### config.mk
export PLATFORM = sky130hd
export DESIGN_NAME = uart_tx_buffered
export DESIGN_NICKNAME = d
export VERILOG_FILES = /design/src/rtl/uart_pkg.sv /design/src/rtl/uart_sync_fifo.sv /design/src/rtl/uart_tx_buffered.sv
export SDC_FILE = /design/constraint.sdc
export NUM_CORES = 1
export LEC_CHECK = 0
export CAP_MARGIN = 5
export CORE_MARGIN = 2
export CORE_UTILIZATION = 60
export CTS_BUF_LIST = sky130_fd_sc_hd__clkbuf_8
export DETAILED_ROUTE_END_ITERATION = 8
export PLACE_DENSITY_LB_ADDON = 0.12
export SYNTH_ARGS = -nofsm -noshare
export SYNTH_HDL_FRONTEND = slang
export SYNTH_SLANG_ARGS = --single-unit
### constraint.sdc
create_clock -name clk -period 9.95 [get_ports clk]
set_input_delay 0.995 -clock clk [delete_from_list [all_inputs] [get_ports clk]]
set_output_delay 0.995 -clock clk [all_outputs]
set_load 0.01 [all_outputs]
### src/rtl/uart_pkg.sv
// Shared UART definitions: FSM state encoding, bit-period calculation and
// parity-mode constants. Shared by the transmitter and a future receiver.
package uart_pkg;

    typedef enum logic [2:0] {
        ST_IDLE   = 3'd0,
        ST_START  = 3'd1,
        ST_DATA   = 3'd2,
        ST_PARITY = 3'd3,
        ST_STOP   = 3'd4
    } uart_state_e;

    localparam logic PAR_EVEN = 1'b0;
    localparam logic PAR_ODD  = 1'b1;

    // Clocks per serial bit; integer divide, the remainder is dropped.
    function automatic int calc_clks_per_bit(input int clk_freq, input int baud_rate);
        return clk_freq / baud_rate;
    endfunction

endpackage

### src/rtl/uart_sync_fifo.sv
// Single-clock FIFO with first-word-fall-through output: dout always shows
// the head entry, so a pop and the read of that entry happen in one cycle.
// DEPTH must be a power of two; pointers wrap naturally.
module uart_sync_fifo #(
    parameter int WIDTH = 8,
    parameter int DEPTH = 16
) (
    input  logic                     clk,
    input  logic                     rst_n,
    input  logic                     push,
    input  logic                     pop,
    input  logic [WIDTH-1:0]         din,
    output logic [WIDTH-1:0]         dout,
    output logic                     full,
    output logic                     empty,
    output logic [$clog2(DEPTH):0]   count
);

    localparam int AW = $clog2(DEPTH);
    localparam logic [AW:0] FULL_COUNT = (AW + 1)'(DEPTH);

    logic [WIDTH-1:0] mem_q [DEPTH];
    logic [AW-1:0]    wr_ptr_q, wr_ptr_d;
    logic [AW-1:0]    rd_ptr_q, rd_ptr_d;
    logic [AW:0]      count_q, count_d;
    logic             do_push, do_pop;

    assign full    = (count_q == FULL_COUNT);
    assign empty   = (count_q == '0);
    assign count   = count_q;
    assign dout    = mem_q[rd_ptr_q];

    // A push into a full FIFO is refused even when a pop happens the same cycle.
    assign do_push = push && !full;
    assign do_pop  = pop && !empty;

    // Next pointer and occupancy values.
    always_comb begin
        // NOTE: every variable gets a default first so no path can leave it unassigned and infer a latch.
        wr_ptr_d = wr_ptr_q;
        rd_ptr_d = rd_ptr_q;
        count_d  = count_q;
        if (do_push) wr_ptr_d = wr_ptr_q + 1'b1;
        if (do_pop)  rd_ptr_d = rd_ptr_q + 1'b1;
        case ({do_push, do_pop})
            2'b10:   count_d = count_q + 1'b1;
            2'b01:   count_d = count_q - 1'b1;
            default: count_d = count_q;
        endcase
    end

    // Storage array write.
    always_ff @(posedge clk) begin
        // NOTE: the data array has no reset; occupancy is tracked by count_q, so stale entries are never observed and the array can map to RAM.
        if (do_push) mem_q[wr_ptr_q] <= din;
    end

    // Pointer and occupancy registers.
    always_ff @(posedge clk or negedge rst_n) begin
        // NOTE: sequential state uses non-blocking assignments so every flop samples pre-edge values.
        if (!rst_n) begin
            wr_ptr_q <= '0;
            rd_ptr_q <= '0;
            count_q  <= '0;
        end else begin
            wr_ptr_q <= wr_ptr_d;
            rd_ptr_q <= rd_ptr_d;
            count_q  <= count_d;
        end
    end

endmodule

### src/rtl/uart_tx_buffered.sv
// Buffered UART transmitter: bytes enter a FIFO through a valid/ready port
// and are serialised as start, 8 data bits LSB first, optional parity and
// 1 or 2 stop bits. The line, done pulse and busy flag are registered, so
// they trail the FSM state by one clock and the pin never glitches.
module uart_tx_buffered
    import uart_pkg::*;
#(
    parameter int CLK_FREQ   = 27_000_000,
    parameter int BAUD_RATE  = 115200,
    parameter int FIFO_DEPTH = 16,
    parameter int PARITY_EN  = 0,
    parameter int PARITY_ODD = 0,
    parameter int STOP_BITS  = 1
) (
    input  logic                          clk,
    input  logic                          rst_n,
    input  logic [7:0]                    i_data,
    input  logic                          i_valid,
    output logic                          o_ready,
    output logic                          o_tx,
    output logic                          o_busy,
    output logic [$clog2(FIFO_DEPTH):0]   o_fifo_count,
    output logic                          o_tx_done
);

    localparam int            CLKS_PER_BIT = calc_clks_per_bit(CLK_FREQ, BAUD_RATE);
    localparam int            BW           = (CLKS_PER_BIT > 1) ? $clog2(CLKS_PER_BIT) : 1;
    localparam logic [BW-1:0] BAUD_LAST    = BW'(CLKS_PER_BIT - 1);
    localparam logic [2:0]    STOP_LAST    = 3'(STOP_BITS - 1);
    localparam logic          PAR_INSERT   = (PARITY_EN != 0);
    localparam logic          PAR_SENSE    = (PARITY_ODD != 0) ? PAR_ODD : PAR_EVEN;

    uart_state_e   state_q, state_d;
    logic [BW-1:0] baud_q, baud_d;
    logic [2:0]    bit_q, bit_d;
    logic [7:0]    shift_q, shift_d;
    logic          par_q, par_d;
    logic          tx_q, tx_d;
    logic          done_q;
    logic          busy_q, busy_d;

    logic          bit_end;
    logic          frame_end;
    logic          load;
    logic          fifo_pop;
    logic          fifo_full, fifo_empty;
    logic [7:0]    fifo_dout;

    assign o_ready = !fifo_full;

    uart_sync_fifo #(
        .WIDTH (8),
        .DEPTH (FIFO_DEPTH)
    ) u_fifo (
        .clk   (clk),
        .rst_n (rst_n),
        .push  (i_valid && o_ready),
        .pop   (fifo_pop),
        .din   (i_data),
        .dout  (fifo_dout),
        .full  (fifo_full),
        .empty (fifo_empty),
        .count (o_fifo_count)
    );

    assign bit_end = (baud_q == BAUD_LAST);

    // Next-state logic: bit timing, shifting and popping the next byte.
    always_comb begin
        state_d   = state_q;
        baud_d    = baud_q;
        bit_d     = bit_q;
        shift_d   = shift_q;
        par_d     = par_q;
        frame_end = 1'b0;
        load      = 1'b0;

        if (state_q != ST_IDLE) baud_d = bit_end ? '0 : baud_q + 1'b1;

        case (state_q)
            ST_IDLE: begin
                if (!fifo_empty) load = 1'b1;
            end
            ST_START: begin
                if (bit_end) begin
                    state_d = ST_DATA;
                    bit_d   = '0;
                end
            end
            ST_DATA: begin
                if (bit_end) begin
                    shift_d = {1'b0, shift_q[7:1]};
                    bit_d   = bit_q + 3'd1;
                    if (bit_q == 3'd7) begin
                        state_d = PAR_INSERT ? ST_PARITY : ST_STOP;
                        bit_d   = '0;
                    end
                end
            end
            ST_PARITY: begin
                if (bit_end) begin
                    state_d = ST_STOP;
                    bit_d   = '0;
                end
            end
            ST_STOP: begin
                if (bit_end) begin
                    if (bit_q == STOP_LAST) begin
                        // Last clock of the frame: chain straight into the next start bit if data waits.
                        frame_end = 1'b1;
                        if (!fifo_empty) load = 1'b1;
                        else             state_d = ST_IDLE;
                    end else begin
                        bit_d = bit_q + 3'd1;
                    end
                end
            end
            default: state_d = ST_IDLE;
        endcase

        if (load) begin
            state_d = ST_START;
            shift_d = fifo_dout;
            par_d   = (^fifo_dout) ^ PAR_SENSE;
            bit_d   = '0;
            baud_d  = '0;
        end
    end

    assign fifo_pop = load;

    // Line level for the current state; registered below.
    always_comb begin
        tx_d = 1'b1;
        case (state_q)
            ST_IDLE:   tx_d = 1'b1;
            ST_START:  tx_d = 1'b0;
            ST_DATA:   tx_d = shift_q[0];
            ST_PARITY: tx_d = par_q;
            ST_STOP:   tx_d = 1'b1;
            default:   tx_d = 1'b1;
        endcase
    end

    assign busy_d = (state_q != ST_IDLE) || !fifo_empty;

    // FSM, counters and registered outputs; reset forces the line idle at once.
    always_ff @(posedge clk or negedge rst_n) begin
        if (!rst_n) begin
            state_q <= ST_IDLE;
            baud_q  <= '0;
            bit_q   <= '0;
            shift_q <= '0;
            par_q   <= 1'b0;
            tx_q    <= 1'b1;
            done_q  <= 1'b0;
            busy_q  <= 1'b0;
        end else begin
            state_q <= state_d;
            baud_q  <= baud_d;
            bit_q   <= bit_d;
            shift_q <= shift_d;
            par_q   <= par_d;
            tx_q    <= tx_d;
            done_q  <= frame_end;
            busy_q  <= busy_d;
        end
    end

    assign o_tx      = tx_q;
    assign o_tx_done = done_q;
    assign o_busy    = busy_q;

endmodule

==> results.yml, run 1 <==
outcome:
  status: "finished clean"
synth:
  ys_seq_area_share_pct: 67.9
  syn_area_per_cell_um2: 16.0
  synth_commonest_cells: "edfxtp_1, dfrtp_1, nor2_1, nand2_1, mux4_2"
  yosysWarningCount: 0
  synth_ff_type: "edfxtp_1"
  ys_ff_latch: 167
  yosysTopAreaCell: "edfxtp_1"
  syn-num-nets: 468
  synthCells: 443
  synth_top_area_share_pct: 54.1
  synth.distinct_cells: 45
  synth_enable_flop_cells: 128
  syn-cell-area_um2: 7100
  synth_area_leaders: "edfxtp_1, dfrtp_1, mux4_2"
  async_reset_ff_share_pct: 23.4
  synth_most_common_cell: "edfxtp_1"
floorplanning:
  die-width_um: 113
  die_h_um: 113
  top_level_ports: 20
  rows: 39
  die_area_um2: 12700
  start_util_pct: 62.0
  core_um2: 11500
timing:
  worstMarginPinSlew_ps: 848
  setup_ws_ps: 6580
  finalHoldViolCount: 0
  rsz0062_at_grt: "no"
  setup_tns_ps: 0
  setup_viol: 0
  max_freq_mhz: 296
  drv_slew: 0
  hold_slack_ps: 484
  min_period_ps: 3370
  slew_headroom_pct: 43.4
  fin_worst_skew_ps: 15.8
  min_period_over_period_pct: 33.9
critical_path:
  path_depth: 16
  required_ps: 10290
  timing.rr.end: "u_fifo.count[4]"
  startpoint_type: "register"
  endpoint: "u_fifo.count[4]"
  r2r_start: "baud_q[1]"
  worstPathArrival_ps: 3720
  r2r_cells: 16
  ff2ff_setup_slack_ps: 6580
  critPathMaxStageDelay_ps: 440
  cpLargestDelayFamily: "adder cells"
  cp_num_buf_inv: 2
  crit_path_end_kind: "register"
  cp_slowest_cell: "dfrtp_1"
  critPathKind: "register to register"
  critPathLaunch: "baud_q[1]"
  worst-path-max-fanout: 24
  path_cells: "inv_1 -> ha_1 -> nand2_1 -> or3_1 -> o21ai_0 -> and3_1 -> buf_4 -> ha_1 -> xor2_1 -> ha_1 -> o21ai_0 -> a21oi_1 -> a21oi_1 -> xor2_1 -> nor2_1 -> xor2_1"
clocking:
  clk_latency_ps: 460
  cts_made_buffers: 17
  cts_tree: "built"
  hold_buffers: 0
  post_cts_buffers: 0
  cts.sinks: 167
  root_buffer: "clkbuf_8"
  path_clk_slew_ps: 90
  cts-resized-gates: 0
  htree_levels: 4
  clock_path_buffers: 2
finish:
  drive_above_1_share_pct: 14.3
  fin_cells: 619
  n_antenna_cell: 0
  postLayoutCellArea_um2: 7740
  areaGrowthSynthToFinish_pct: 9.02
  nets: 488
pwr:
  ir_worst_vdd_v: 0.000149
  p_leak_nw: 2.77
  pwr_density_cell_nw_per_um2: 198
place:
  dp_slack_ps: 6500
  dpl_cell_area_um2: 7350
  placed_cells: 587
  dp.final_hpwl_mm: 8.14
  numPortBuffers: 19
  place_congestion: 0.731
drt:
  drcViolationCount: 0
  via_per_inst: 5.92
  routedWlPerCell_um: 20.8
  drt_first_pass_iters: 4
  postRouteAntennaNets: 0
  vias: 3666
  drt_iter0_markers: 429
  routed_wl_mm: 12.9
global_route:
  grt_pass1_vias: 3644
  grt_pass1_wl_mm: 20.2
  grt_max_degree: 40
  grt-ovfl-total: 0
  antenna_found_initial: 0
  grt_use_total_pct: 21.6
flow_run:
  max_cap_viol_count: 0
min_path:
  hold_path_class: "register to register"
## cell families (layout without fill, tap and decap cells)
kind of cell | Yosys count | after routing | synth area share [%]
AND/OR/NAND/NOR | 105 | 105 | 6.83
buffers and inverters | 37 | 70 | 2.96
XOR/XNOR | 26 | 26 | 3.21
AO/OA/AOI/OAI | 53 | 53 | 4.70
adder cells (fa/ha/maj) | 14 | 14 | 2.47
multiplexers | 41 | 41 | 12.0
flip-flops | 167 | 167 | 67.9
## power by group
group	switching [W]	internal, W
combinational	0.000112	0.0000818
clock	0.000267	0.000209
sequential	0.0000425	0.000824
## tightest hold or removal path, delay by kind of cell (launching register included)
kind	cells	cell delay [ps]
DFF	1	350
AOI/OAI and AO/OA	1	60
and+or+nand+nor	1	40
## layout by cell type, fill, tap and decap left out, types with 6 or more instances in the layout
cell / n
dfrtp_1: 36
mux2i_1: 7
nand2_1: 34
ha_1: 14
inv_1: 13
a22oi_1: 17
o21ai_0: 15
a21oi_1: 11
nor2_1: 38
clkbuf_8: 17
buf_4: 6
clkdlybuf4s50_1: 18
xor2_1: 11
nor3_1: 7
mux4_1: 10
xnor2_1: 15
edfxtp_1: 128
mux4_2: 22
## layer usage
metal  part of all wire, %  up-vias  global-route usage [%]
li1                      -     1711                       -
met1                    42     1832                    30.2
met2                    50      116                    34.5
met3                   6.8        7                    6.00
met4                  0.68        0                    5.61
met5                     0        -                       0
## cell type report
type | instances | area [um2]
flip-flops and latches | 167 | 4820
fillers | 778 | 3720
multi-input cells | 239 | 2070
clock buffers | 17 | 234
repair buffers | 25 | 230
well taps | 143 | 179
clock inverters | 15 | 156
inverters | 13 | 48.8
## registers in the layout, summed over array words and instances, names as in the netlist
| register | flops |
|---|---|
| u_fifo.mem_q | 128 |
| shift_q | 8 |
| u_fifo.rd_ptr_q | 4 |
| par_q | 1 |
| u_fifo.wr_ptr_q | 4 |
| o_tx | 1 |
| u_fifo.count | 5 |
| state_q | 3 |
| bit_q | 3 |
| o_busy | 1 |
| baud_q | 8 |
| o_tx_done | 1 |
## metrics by stage
step,power [W],utilization (%)
2_1_floorplan,0.000989,-
3_3_place_gp,0.00107,64.1
3_5_place_dp,0.00108,64.1
4_1_cts,0.00155,67.5
5_1_grt,0.00160,67.5
6_report,0.00154,67.5
## worst min-delay path by stage
stage	startpoint	end	slack, ps	cells after the start
2_1_floorplan	shift_q[0]	shift_q[0]	440	2
5_1_grt	shift_q[4]	shift_q[4]	530	2
6_report	shift_q[0]	shift_q[0]	480	2
4_1_cts	shift_q[0]	shift_q[0]	490	2
3_3_place_gp	shift_q[0]	shift_q[0]	470	2
3_5_place_dp	shift_q[0]	shift_q[0]	470	2
Power figures use the tool's default switching activity.
==> inputs of run 2 (changes only) <==
==> constraint.sdc (replaced) <==
create_clock -name clk -period 3.2 [get_ports clk]
set_input_delay 0.32 -clock clk [delete_from_list [all_inputs] [get_ports clk]]
set_output_delay 0.32 -clock clk [all_outputs]
set_load 0.01 [all_outputs]
==> run 2 against run 1 <==
  * Register-to-register slack worse by 6100 ps
  * Via count up 3.2%
  * Cell area is 1.5% higher
  * First-iteration DRC count is 21% lower
  * Worst hold slack improved by 4.6 ps
  * Clock skew fell by 7.8 ps
  * Maximum frequency increased by 22%
  * Final cell count rose by 2.6%
  * Sequential cell count stayed put
  * Count of clock-buffer cells in the layout did not move
  * Highest routed layer unchanged
  * Utilization grew 1.0 points
==> results.yml, run 2 (synthesis results as in run 1) <==
critical_path:
  critPathLaunch: "u_fifo.count[2]"
  required_ps: 3530
  cp_slowest_cell: "dfrtp_1"
  crit_path_end_kind: "register"
  critPathKind: "register to register"
  r2r_cells: 12
  r2r_start: "u_fifo.count[2]"
  worst-path-max-fanout: 5
  cpMostUsedCell: "xor2_1"
  startpoint_type: "register"
  critPathMaxStageDelay_ps: 430
  endpoint: "u_fifo.count[4]"
  ff2ff_setup_slack_ps: 430
  timing.rr.end: "u_fifo.count[4]"
  path_cells: "nor4_1 -> nand2b_1 -> and3_1 -> ha_1 -> xor2_1 -> ha_1 -> o21ai_0 -> a21oi_1 -> a21oi_1 -> xor2_1 -> nor2_1 -> xor2_1"
  worstPathArrival_ps: 3100
pwr:
  pwr_density_cell_nw_per_um2: 600
  ir_worst_vdd_v: 0.000670
  p_leak_nw: 2.85
  p_total_w: 0.00471
clocking:
  clk_latency_ps: 440
  htree_levels: 4
  clock_path_buffers: 2
  root_buffer: "clkbuf_8"
  cts.sinks: 167
  cts_made_buffers: 17
  path_clk_slew_ps: 80
  cts_tree: "built"
floorplanning:
  top_level_ports: 20
  start_util_pct: 62.0
  rows: 39
  die-width_um: 113
  core_um2: 11500
  die_h_um: 113
  die_area_um2: 12700
global_route:
  grt_pass1_vias: 3909
  antenna_found_initial: 0
  grt_pass1_wl_mm: 20.6
  grt_max_degree: 40
  grt_use_total_pct: 22.1
  grt-ovfl-total: 0
finish:
  final.fill_count: 778
  top_regs: "u_fifo.mem_q (128), baud_q (8), shift_q (8)"
  mostFrequentLayoutCells: "edfxtp_1, nor2_1, dfrtp_1, nand2_1, mux4_2"
  areaGrowthSynthToFinish_pct: 10.7
  final_common_cell: "edfxtp_1"
  largest_reg_flops: 128
  regMostFlops: "u_fifo.mem_q"
  nets: 504
  drive_above_1_share_pct: 16.1
  n_antenna_cell: 0
  finish.utilization_pct: 68.6
drt:
  vias: 3785
  routed_wl_mm: 13.0
  routedWlPerCell_um: 20.4
  drt_iter0_markers: 337
  drcViolationCount: 0
  drt_first_pass_iters: 6
  via_per_inst: 5.96
  postRouteAntennaNets: 0
flow_run:
  max_cap_viol_count: 0
timing:
  fin_worst_skew_ps: 8.06
  finalHoldViolCount: 0
  setup_viol: 0
  hold_slack_ps: 489
  max_freq_mhz: 361
  drv_slew: 0
  rsz0062_at_grt: "no"
  slew_headroom_pct: 41.5
  min_period_over_period_pct: 86.5
  setup_tns_ps: 0
  worstMarginPinSlew_ps: 877
  min_period_ps: 2770
min_path:
  hold_path_class: "register to register"
  min_path_cells: 2
place:
  place_congestion: 0.737
  numPortBuffers: 19
  dp.final_hpwl_mm: 8.43
outcome:
  status: "finished clean"
[run 2: changes by cell type in the layout (fill, tap and decap cells not counted)]
cell,before,now
clkinv_4,1,3
clkinv_1,0,2
buf_12,0,2
dlygate4sd3_1,0,1
dfrtp_1,36,37
inv_8,5,1
inv_1,13,14
clkinv_2,2,3
inv_6,5,3
dfrtp_2,2,1
buf_4,6,19
[run 2: how the worst min path moves through the flow]
| stage | endpoint | startpoint | slack, ps |
|---|---|---|---|
| finish | shift_q[0] | shift_q[0] | 490 |
| floorplan | baud_q[0] | rst_n | 20 |
| detailed placement | shift_q[0] | shift_q[0] | 470 |
| global placement | shift_q[6] | shift_q[6] | 460 |
| CTS | shift_q[0] | shift_q[0] | 490 |
| global route | shift_q[1] | shift_q[1] | 510 |
[run 2: cell type report]
class,count,area [um2],share of cell area (%)
Inverter,13,48.8,0.621
Timing Repair Buffer,41,378,4.81
Multi-Input combinational cell,239,2070,26.4
Clock buffer,17,234,2.98
Clock inverter,15,128,1.62
Sequential cell,167,4820,61.3
Tap cell,143,179,2.28
[run 2: what timing repair did]
action,CTS,global route
endpoints found under the hold margin,16,0
setup buffers,0,0
setup endpoints to repair,0,0
hold buffers,1,0
gates resized for setup,0,0
[run 2: where the power goes]
group	switching (W)	total, W	internal (W)
clock	0.000758	0.00138	0.000617
sequential	0.000126	0.00269	0.00256
combinational	0.000368	0.000653	0.000285
[run 2: metal layers]
metal  track usage (%)  vias up  routed length, um
met5                 0        -                  0
met4              6.10        0                150
met3              5.52       12                660
met2              35.8       91               6470
met1              30.5     1931               5690
li1                  -     1751                  -
[run 2: per-stage QoR]
| stage | cells | setup WS (ps) | cell area, um2 |
|---|---|---|---|
| after detailed placement | 602 | 411 | 7490 |
| after global routing | 635 | 215 | 7860 |
| after CTS | 635 | 400 | 7860 |
| after floorplan | 443 | 52.3 | 7100 |
| after global placement | 602 | 482 | 7490 |
| final | 635 | 430 | 7860 |
[run 2: critical path: cells and delay by family, from the launching register on]
family	cells	cell delay, ps
adders and majority gates	2	430
and+or+nand+nor	4	930
xor gates and xnor gates	3	460
AOI/OAI and AO/OA	3	410
DFF	1	430
==> inputs of run 3 (changes only) <==
--- a/config.mk
+++ b/config.mk
@@ -11,6 +11,8 @@
 export CTS_BUF_LIST = sky130_fd_sc_hd__clkbuf_8
 export DETAILED_ROUTE_END_ITERATION = 8
 export PLACE_DENSITY_LB_ADDON = 0.12
+export SKIP_LAST_GASP = 1
 export SYNTH_ARGS = -nofsm -noshare
 export SYNTH_HDL_FRONTEND = slang
 export SYNTH_SLANG_ARGS = --single-unit
+export TNS_END_PERCENT = 20
==> results of run 3 <==
The final DEF is identical to that of run 2; final timing and power are the same.
